<file path="src/rtl/fifo_uart_tx_if.sv">
// Bundle between the upstream FIFO / control side and the UART transmitter.
// master drives en/empty/data and sees rd_en/tx/busy/sent; slave is the UART.
interface fifo_uart_tx_if;
  logic       en_i;
  logic       fifo_empty_i;
  logic [7:0] fifo_data_i;
  logic       fifo_rd_en_o;
  logic       tx_o;
  logic       busy_o;
  logic       sent_o;

  modport master (
    output en_i,
    output fifo_empty_i,
    output fifo_data_i,
    input  fifo_rd_en_o,
    input  tx_o,
    input  busy_o,
    input  sent_o
  );

  modport slave (
    input  en_i,
    input  fifo_empty_i,
    input  fifo_data_i,
    output fifo_rd_en_o,
    output tx_o,
    output busy_o,
    output sent_o
  );
endinterface

</file>
<file path="src/rtl/fifo_uart_tx.sv">
// UART transmitter draining an upstream FIFO: 8 data bits, 1 or 2 stop bits.
// Ports: clk, rst (async active-high), bus (slave modport of fifo_uart_tx_if).
module fifo_uart_tx #(
  parameter int unsigned CLKS_PER_BIT = 16,
  parameter int unsigned STOP_BITS    = 1
) (
  input logic           clk,
  input logic           rst,
  fifo_uart_tx_if.slave bus
);

  typedef enum logic [2:0] {
    S_IDLE,
    S_FETCH,
    S_LOAD,
    S_START,
    S_DATA,
    S_STOP
  } state_e;

  localparam logic [15:0] BIT_LAST  = 16'(CLKS_PER_BIT - 1);
  localparam logic [2:0]  STOP_LAST = 3'(STOP_BITS - 1);

  state_e      state_q, state_d;
  logic [15:0] cnt_q, cnt_d;
  logic [2:0]  idx_q, idx_d;
  logic [7:0]  sh_q, sh_d;
  logic        tx_q, tx_d;

  logic bit_end;
  logic frame_go;
  logic stop_end;

  assign bit_end  = (cnt_q == BIT_LAST);
  assign frame_go = bus.en_i && !bus.fifo_empty_i;
  // idx_q doubles as the stop-bit index so the
  // 16-bit counter never has to span two stop bits
  assign stop_end = (state_q == S_STOP) && bit_end
                    && (idx_q == STOP_LAST);

  always_comb begin
    state_d = state_q;
    cnt_d   = cnt_q;
    idx_d   = idx_q;
    sh_d    = sh_q;
    unique case (state_q)
      S_IDLE: begin
        cnt_d = '0;
        idx_d = '0;
        if (frame_go) state_d = S_FETCH;
      end
      S_FETCH: begin
        cnt_d   = '0;
        state_d = S_LOAD;
      end
      S_LOAD: begin
        cnt_d   = '0;
        idx_d   = '0;
        sh_d    = bus.fifo_data_i;
        state_d = S_START;
      end
      S_START: begin
        if (bit_end) begin
          cnt_d   = '0;
          idx_d   = '0;
          state_d = S_DATA;
        end else begin
          cnt_d = cnt_q + 16'd1;
        end
      end
      S_DATA: begin
        if (bit_end) begin
          cnt_d = '0;
          if (idx_q == 3'd7) begin
            idx_d   = '0;
            state_d = S_STOP;
          end else begin
            idx_d = idx_q + 3'd1;
          end
        end else begin
          cnt_d = cnt_q + 16'd1;
        end
      end
      S_STOP: begin
        if (bit_end) begin
          cnt_d = '0;
          if (idx_q == STOP_LAST) begin
            idx_d   = '0;
            state_d = frame_go ? S_FETCH : S_IDLE;
          end else begin
            idx_d = idx_q + 3'd1;
          end
        end else begin
          cnt_d = cnt_q + 16'd1;
        end
      end
      default: begin
        state_d = S_IDLE;
        cnt_d   = '0;
        idx_d   = '0;
      end
    endcase
  end

  // Line level is computed from the next state so
  // the registered tx_q lines up with state_q
  always_comb begin
    tx_d = 1'b1;
    unique case (state_d)
      S_START: tx_d = 1'b0;
      S_DATA:  tx_d = sh_d[idx_d];
      default: tx_d = 1'b1;
    endcase
  end

  always_ff @(posedge clk or posedge rst) begin
    if (rst) begin
      state_q <= S_IDLE;
      cnt_q   <= '0;
      idx_q   <= '0;
      sh_q    <= '0;
      tx_q    <= 1'b1;
    end else begin
      state_q <= state_d;
      cnt_q   <= cnt_d;
      idx_q   <= idx_d;
      sh_q    <= sh_d;
      tx_q    <= tx_d;
    end
  end

  assign bus.fifo_rd_en_o = (state_q == S_FETCH);
  assign bus.tx_o         = tx_q;
  assign bus.busy_o       = (state_q != S_IDLE);
  assign bus.sent_o       = stop_end;

endmodule

</file>
<file path="src/flat_wrapper.sv">
// flat-port wrapper written by rule: the top's interface ports become plain ports
module fifo_uart_tx_flat 
#(
  parameter int unsigned CLKS_PER_BIT = 16,
  parameter int unsigned STOP_BITS    = 1
)
  (clk, rst, bus_en_i, bus_fifo_empty_i, bus_fifo_data_i, bus_fifo_rd_en_o, bus_tx_o, bus_busy_o, bus_sent_o);
  fifo_uart_tx_if bus_i ();
  input logic clk;
  input logic rst;
  input wire logic [$bits(bus_i.en_i)-1:0] bus_en_i;
  input wire logic [$bits(bus_i.fifo_empty_i)-1:0] bus_fifo_empty_i;
  input wire logic [$bits(bus_i.fifo_data_i)-1:0] bus_fifo_data_i;
  output wire logic [$bits(bus_i.fifo_rd_en_o)-1:0] bus_fifo_rd_en_o;
  output wire logic [$bits(bus_i.tx_o)-1:0] bus_tx_o;
  output wire logic [$bits(bus_i.busy_o)-1:0] bus_busy_o;
  output wire logic [$bits(bus_i.sent_o)-1:0] bus_sent_o;
  assign bus_i.en_i = bus_en_i;
  assign bus_i.fifo_empty_i = bus_fifo_empty_i;
  assign bus_i.fifo_data_i = bus_fifo_data_i;
  assign bus_fifo_rd_en_o = bus_i.fifo_rd_en_o;
  assign bus_tx_o = bus_i.tx_o;
  assign bus_busy_o = bus_i.busy_o;
  assign bus_sent_o = bus_i.sent_o;
  fifo_uart_tx #(.CLKS_PER_BIT(CLKS_PER_BIT), .STOP_BITS(STOP_BITS)) u_core (.clk(clk), .rst(rst), .bus(bus_i));
endmodule
</file>
<file path="config.mk">
export PLATFORM = sky130hd
export DESIGN_NAME = fifo_uart_tx_flat
export DESIGN_NICKNAME = d
export VERILOG_FILES = /design/src/rtl/fifo_uart_tx_if.sv /design/src/rtl/fifo_uart_tx.sv /design/src/flat_wrapper.sv
export SDC_FILE = /design/constraint.sdc
export NUM_CORES = 1
export LEC_CHECK = 0
export ABC_AREA = 0
export CORE_ASPECT_RATIO = 0.75
export CORE_MARGIN = 1.5
export CORE_UTILIZATION = 45
export DETAILED_ROUTE_END_ITERATION = 16
export HOLD_SLACK_MARGIN = 0.03
export PLACE_DENSITY = 0.68
export SLEW_MARGIN = 40
export SYNTH_ARGS = -nofsm -noshare
export SYNTH_HDL_FRONTEND = slang
export SYNTH_SLANG_ARGS = --single-unit
</file>
<file path="constraint.sdc">
create_clock -name clk -period 2.8 [get_ports clk]
set_input_delay 0.56 -clock clk [delete_from_list [all_inputs] [get_ports clk]]
set_output_delay 0.56 -clock clk [all_outputs]
set_load 0.02 [all_outputs]
</file>
Word level (Yosys, flattened, before mapping)
Index checks and enable logic that the tools add are counted.
Widths: inputs -> output; s select.

storage, ports and cells
  register bits after elaboration = 31
  output and inout port bits = 4
  logic and storage cells = 45

operators by class
  add/sub/neg operators = 2
  magnitude comparators = 1
  equal/unequal tests = 9
  multiplexer cells = 20
  reductions and logical operators = 8

operators with widths
  kind                   count
  $mux 3                 11
  $mux 16                2
  $pmux 3 s6             1
  $add 16x1->16 const B  1
  $eq 16x4->1 const B    1
  $eq 3x3->1 const B     4
  $pmux 3 s4             1
  $eq 3x2->1 const B     3
  $mux 8                 1
  $logic_not 3->1        2
  $lt 3x4->1 const B     1
  $add 3x1->3 const B    1
  $bmux 1 s3             1
  $eq 3x1->1 const B     1
  $logic_and 1x1->1      3
  $reduce_bool 3->1      1
  $reduce_or 3->1        1
  $mux 1                 2
  $pmux 1 s2             1
  $logic_not 1->1        1

Depth between registers and ports, before layout
  depth in word-level cells = 8
  mapped depth = 9

Least setup slack after synthesis
Ideal clock, no wire load.

  path type = reg-to-reg
  start point = register u_core.cnt_q[9]
  end point = register u_core.tx_q (netlist: u_core.bus.tx_o)
  library setup time = 0.082 ns
  arrival time = 2.523 ns
  setup slack = 0.195 ns
  stages on the path, launching flop included = 10
  buffers on the path = 1
  cell sequence = dfrtp_1 or4_1 dlymetal6s2s_1 nor4_1 o2111a_1 mux2i_4 inv_2 mux2i_1 a211oi_1 a211o_1

between the ends
  longest elaborated chain between the ends = 6

RTL lines
  item                              line                                                        RTL
  start, declared                   fifo_uart_tx.sv:25                                          logic [15:0] cnt_q, cnt_d;
  start signal, assigned            fifo_uart_tx.sv:125                                         cnt_q <= cnt_d;
  $eq 16x4->1 (*)                   fifo_uart_tx.sv:34                                          assign bit_end = (cnt_q == BIT_LAST);
  $mux 3 (on tied branches)         fifo_uart_tx.sv:85, fifo_uart_tx.sv:72, fifo_uart_tx.sv:63
  $pmux 3 s4 (*)                    fifo_uart_tx.sv:46                                          unique case (state_q)
  net u_core.idx_d[0]               fifo_uart_tx.sv:26                                          logic [2:0] idx_q, idx_d;
  $bmux 1 s3 (*)                    fifo_uart_tx.sv:111                                         S_DATA: tx_d = sh_d[idx_d];
  $mux 1 (implied by the code) (*)  fifo_uart_tx.sv:111
  $pmux 1 s2 (*)                    fifo_uart_tx.sv:109                                         unique case (state_d)
  net u_core.tx_d                   fifo_uart_tx.sv:28                                          logic tx_q, tx_d;
  end signal, assigned              fifo_uart_tx.sv:128                                         tx_q <= tx_d;
  end, declared                     fifo_uart_tx.sv:28

Mark *: on every way through the listed nets, which the timed path passes. The rest lies on a longest branch. The select of a mux whose other input is x is not followed.

Worst setup path after layout
  start point = register u_core.cnt_q[8]
  end point = register u_core.tx_q (netlist: u_core.bus.tx_o)

The elaborated chain is that of the path after synthesis.

==> metrics.txt <==
run status complete, no violations; CTS root buffer clkbuf_8; CTS tree yes; routed vias/inst 5.33; Crit path top cell by count or4_4; final hold vios 0; Total Wirelength 3.58 mm; Post-DP HPWL 2.59 mm; vias in the first global route 1,277; clock skew 0.00471 ns; worst slew pin tran 0.434 ns; filler cell count 306; GRT overflow 0; Pre-antenna DRT Iters 4; average size of a mapped cell 9.90 um2; YS warnings 0; Setup Crit Path Kind register to register; register area share after synthesis 45.9%; Placed Cells 244; final worst slack 0.108 ns; CTS max path bufs 2; largest net degree at the start of global routing 32; pre-CTS WS 0.0357 ns; NumNets Final 215; # rows 19; fraction of layout cells with a size suffix above 1 22.0%; Post-Synthesis Cells 171; H-tree Lvls 2; cts bufs inserted 5; final RePlAce weighted congestion 0.844; Layout Area Growth over Synthesis 23.9%; Static Leak 0.000984 uW; # setup viols final 0; crit-path max FO 4; non-filler instance count after layout 252; vias after detailed routing 1,343; Ports 16; detailed router's first-iteration violation count 113; die width 73.8 um; fin crit share 96.2%; Die Area 4140 um2; first-pass GRT wire length 6.15 mm; Post-synth top flop dfrtp_1; post-CTS setup repair buffer count 0; Buffers on Ports 15; worst path cell trace or4_4 > or4_4 > o2bb2ai_2 > mux2i_4 > inv_2 > buf_4 > o211a_1 > o21a_1 > a211o_1; Yosys top cell area share 44.3%; CP required 3.01 ns; Setup TNS Final 0 ns; starting density of the core 46.5%; total of max-cap violations 0; top cells by area, synth dfrtp_1 (44%), mux2_2 (5.3%), nor2_1 (4.9%); Total Routing Usage GR 20.0%; Yosys cell types 44; Hold Buf Count CTS 0; Mapped Area 1690 um2; CTS sink cnt 31; max incr delay on CP 0.59 ns; syn nets 187; fraction of registers with async set/reset 100%; Peak supply drop 0.000508 V; crit end category register; max frequency 0.371 GHz; PD cells 809 nW/um2; Core Region 3640 um2; Inserted Diodes 0; CP max-delay cell or4_4; Worst-Skew Late Latency 0.29 ns; RSZ-0062 raised after global routing no; Slew Limit Fails 0; Rel. slew slack 71.1%; die height 56.1 um; Post-synth EDFFs 0; initial antenna violation count 0; Hold Path Class register to register; Synth area leader dfrtp_1; number of remaining DRC errors 0; Synth Register Bits 31; fin crit period 2.69 ns; startpoint types register; Post-DRT Antenna Nets 0; clock-pin slew on the worst setup and hold paths 0.07 ns; routed len/inst 14.2 um; arrival time at the worst endpoint 2.90 ns
-- power by group --
part	leakage (uW)	internal, uW	switching [uW]
Clock	0.0000612	288	172
Combinational	0.000526	281	305
Sequential	0.000396	564	86.8
Total	0.000984	1130	564
-- worst max-delay path: cells and delay by family (launching register included) --
kind,cells,cell delay (ns)
AND/OR/NAND/NOR,2,1.16
AO/OA/AOI/OAI,4,0.67
flip-flops,1,0.41
buffers and inverters,2,0.20
multiplexers,1,0.19
-- layout make-up --
cell class | instances | area [um2] | area share [%]
clock buffers | 6 | 82.6 | 3.94
clock inverters | 2 | 35.0 | 1.67
inverters | 10 | 37.5 | 1.79
multi-input cells | 123 | 853 | 40.7
flip-flops and latches | 31 | 777 | 37.1
well taps | 52 | 65.1 | 3.10
repair buffers | 28 | 246 | 11.8
-- cells in the mapped netlist, types with 2 or more instances --
master / number
dfrtp_1: 30
nor2_1: 22
nand2_1: 13
nand3_1: 12
inv_1: 9
xor2_1: 9
mux2_2: 8
o21ai_0: 7
a21oi_1: 5
nor4_1: 5
ha_1: 4
xnor2_1: 4
or4_1: 3
and3_1: 2
buf_2: 2
clkbuf_1: 2
nand3b_1: 2
nand4_1: 2
nor2b_1: 2
o211a_1: 2
or2b_2: 2
or3_1: 2
-- layer usage --
metal / share of wire (%) / track usage, % / vias to the layer above
met2: 46 / 28.7 / 34
li1: - / - / 648
met5: 0 / 0 / -
met4: 2.0 / 9.52 / 0
met3: 4.0 / 4.89 / 7
met1: 48 / 28.1 / 654
-- timing repair --
item | in CTS | in global routing
setup endpoints to repair | 1 | 2
hold endpoints to repair | 0 | 0
gates resized for setup | 2 | 4
-- cell families after synthesis --
| family | share of synthesized area [%] |
|---|---|
| DFF | 45.9 |
| xor gates and xnor gates | 6.73 |
| adders and majority gates | 2.96 |
| muxes | 7.24 |
| AOI/OAI and AO/OA | 9.24 |
| buffers and inverters | 5.25 |
| and+or+nand+nor | 22.7 |
-- stage by stage --
stage	total power, uW	hold slack (ns)	cell area, um2	util (%)
5_1_grt	1810	0.530	2100	57.7
3_3_place_gp	1190	0.447	1950	53.7
3_5_place_dp	1230	0.485	1950	53.7
6_report	1700	0.490	2100	57.7
4_1_cts	1690	0.493	2080	57.1
2_1_floorplan	1060	0.433	1690	-
-- sequential cells by signal (all words and copies together) (netlist names) --
signal,count
u_core.state_q,3
u_core.idx_q,3
u_core.bus.tx_o,1
u_core.sh_q,8
u_core.cnt_q,16
-- worst paths after layout --
check / startpoint / to / slack, ns / depth (start not counted)
max in group asynchronous: rst / u_core.bus.tx_o$_DFF_PP1_ / 1.82 / 3
min: u_core.cnt_q[0]$_DFF_PP0_ / u_core.cnt_q[0]$_DFF_PP0_ / 0.49 / 1
max: u_core.cnt_q[8]$_DFF_PP0_ / u_core.bus.tx_o$_DFF_PP1_ / 0.11 / 9
min reg2reg: u_core.cnt_q[0]$_DFF_PP0_ / u_core.cnt_q[0]$_DFF_PP0_ / 0.49 / 1
min in group asynchronous: rst / u_core.cnt_q[2]$_DFF_PP0_ / 0.66 / 3
max reg2reg: u_core.cnt_q[8]$_DFF_PP0_ / u_core.bus.tx_o$_DFF_PP1_ / 0.11 / 9
-- cell usage in the layout (no fill, tap or decap), types with 4 or more instances in the layout --
cell type / instances
a21oi_1: 5
buf_4: 13
clkbuf_8: 6
clkdlybuf4s50_1: 14
dfrtp_1: 30
ha_1: 4
inv_1: 9
mux2_2: 8
nand2_1: 13
nand3_1: 12
nor2_1: 22
nor4_1: 4
o21ai_0: 7
or4_4: 4
xnor2_1: 4
xor2_1: 9
(Power assumes the default switching activity.)
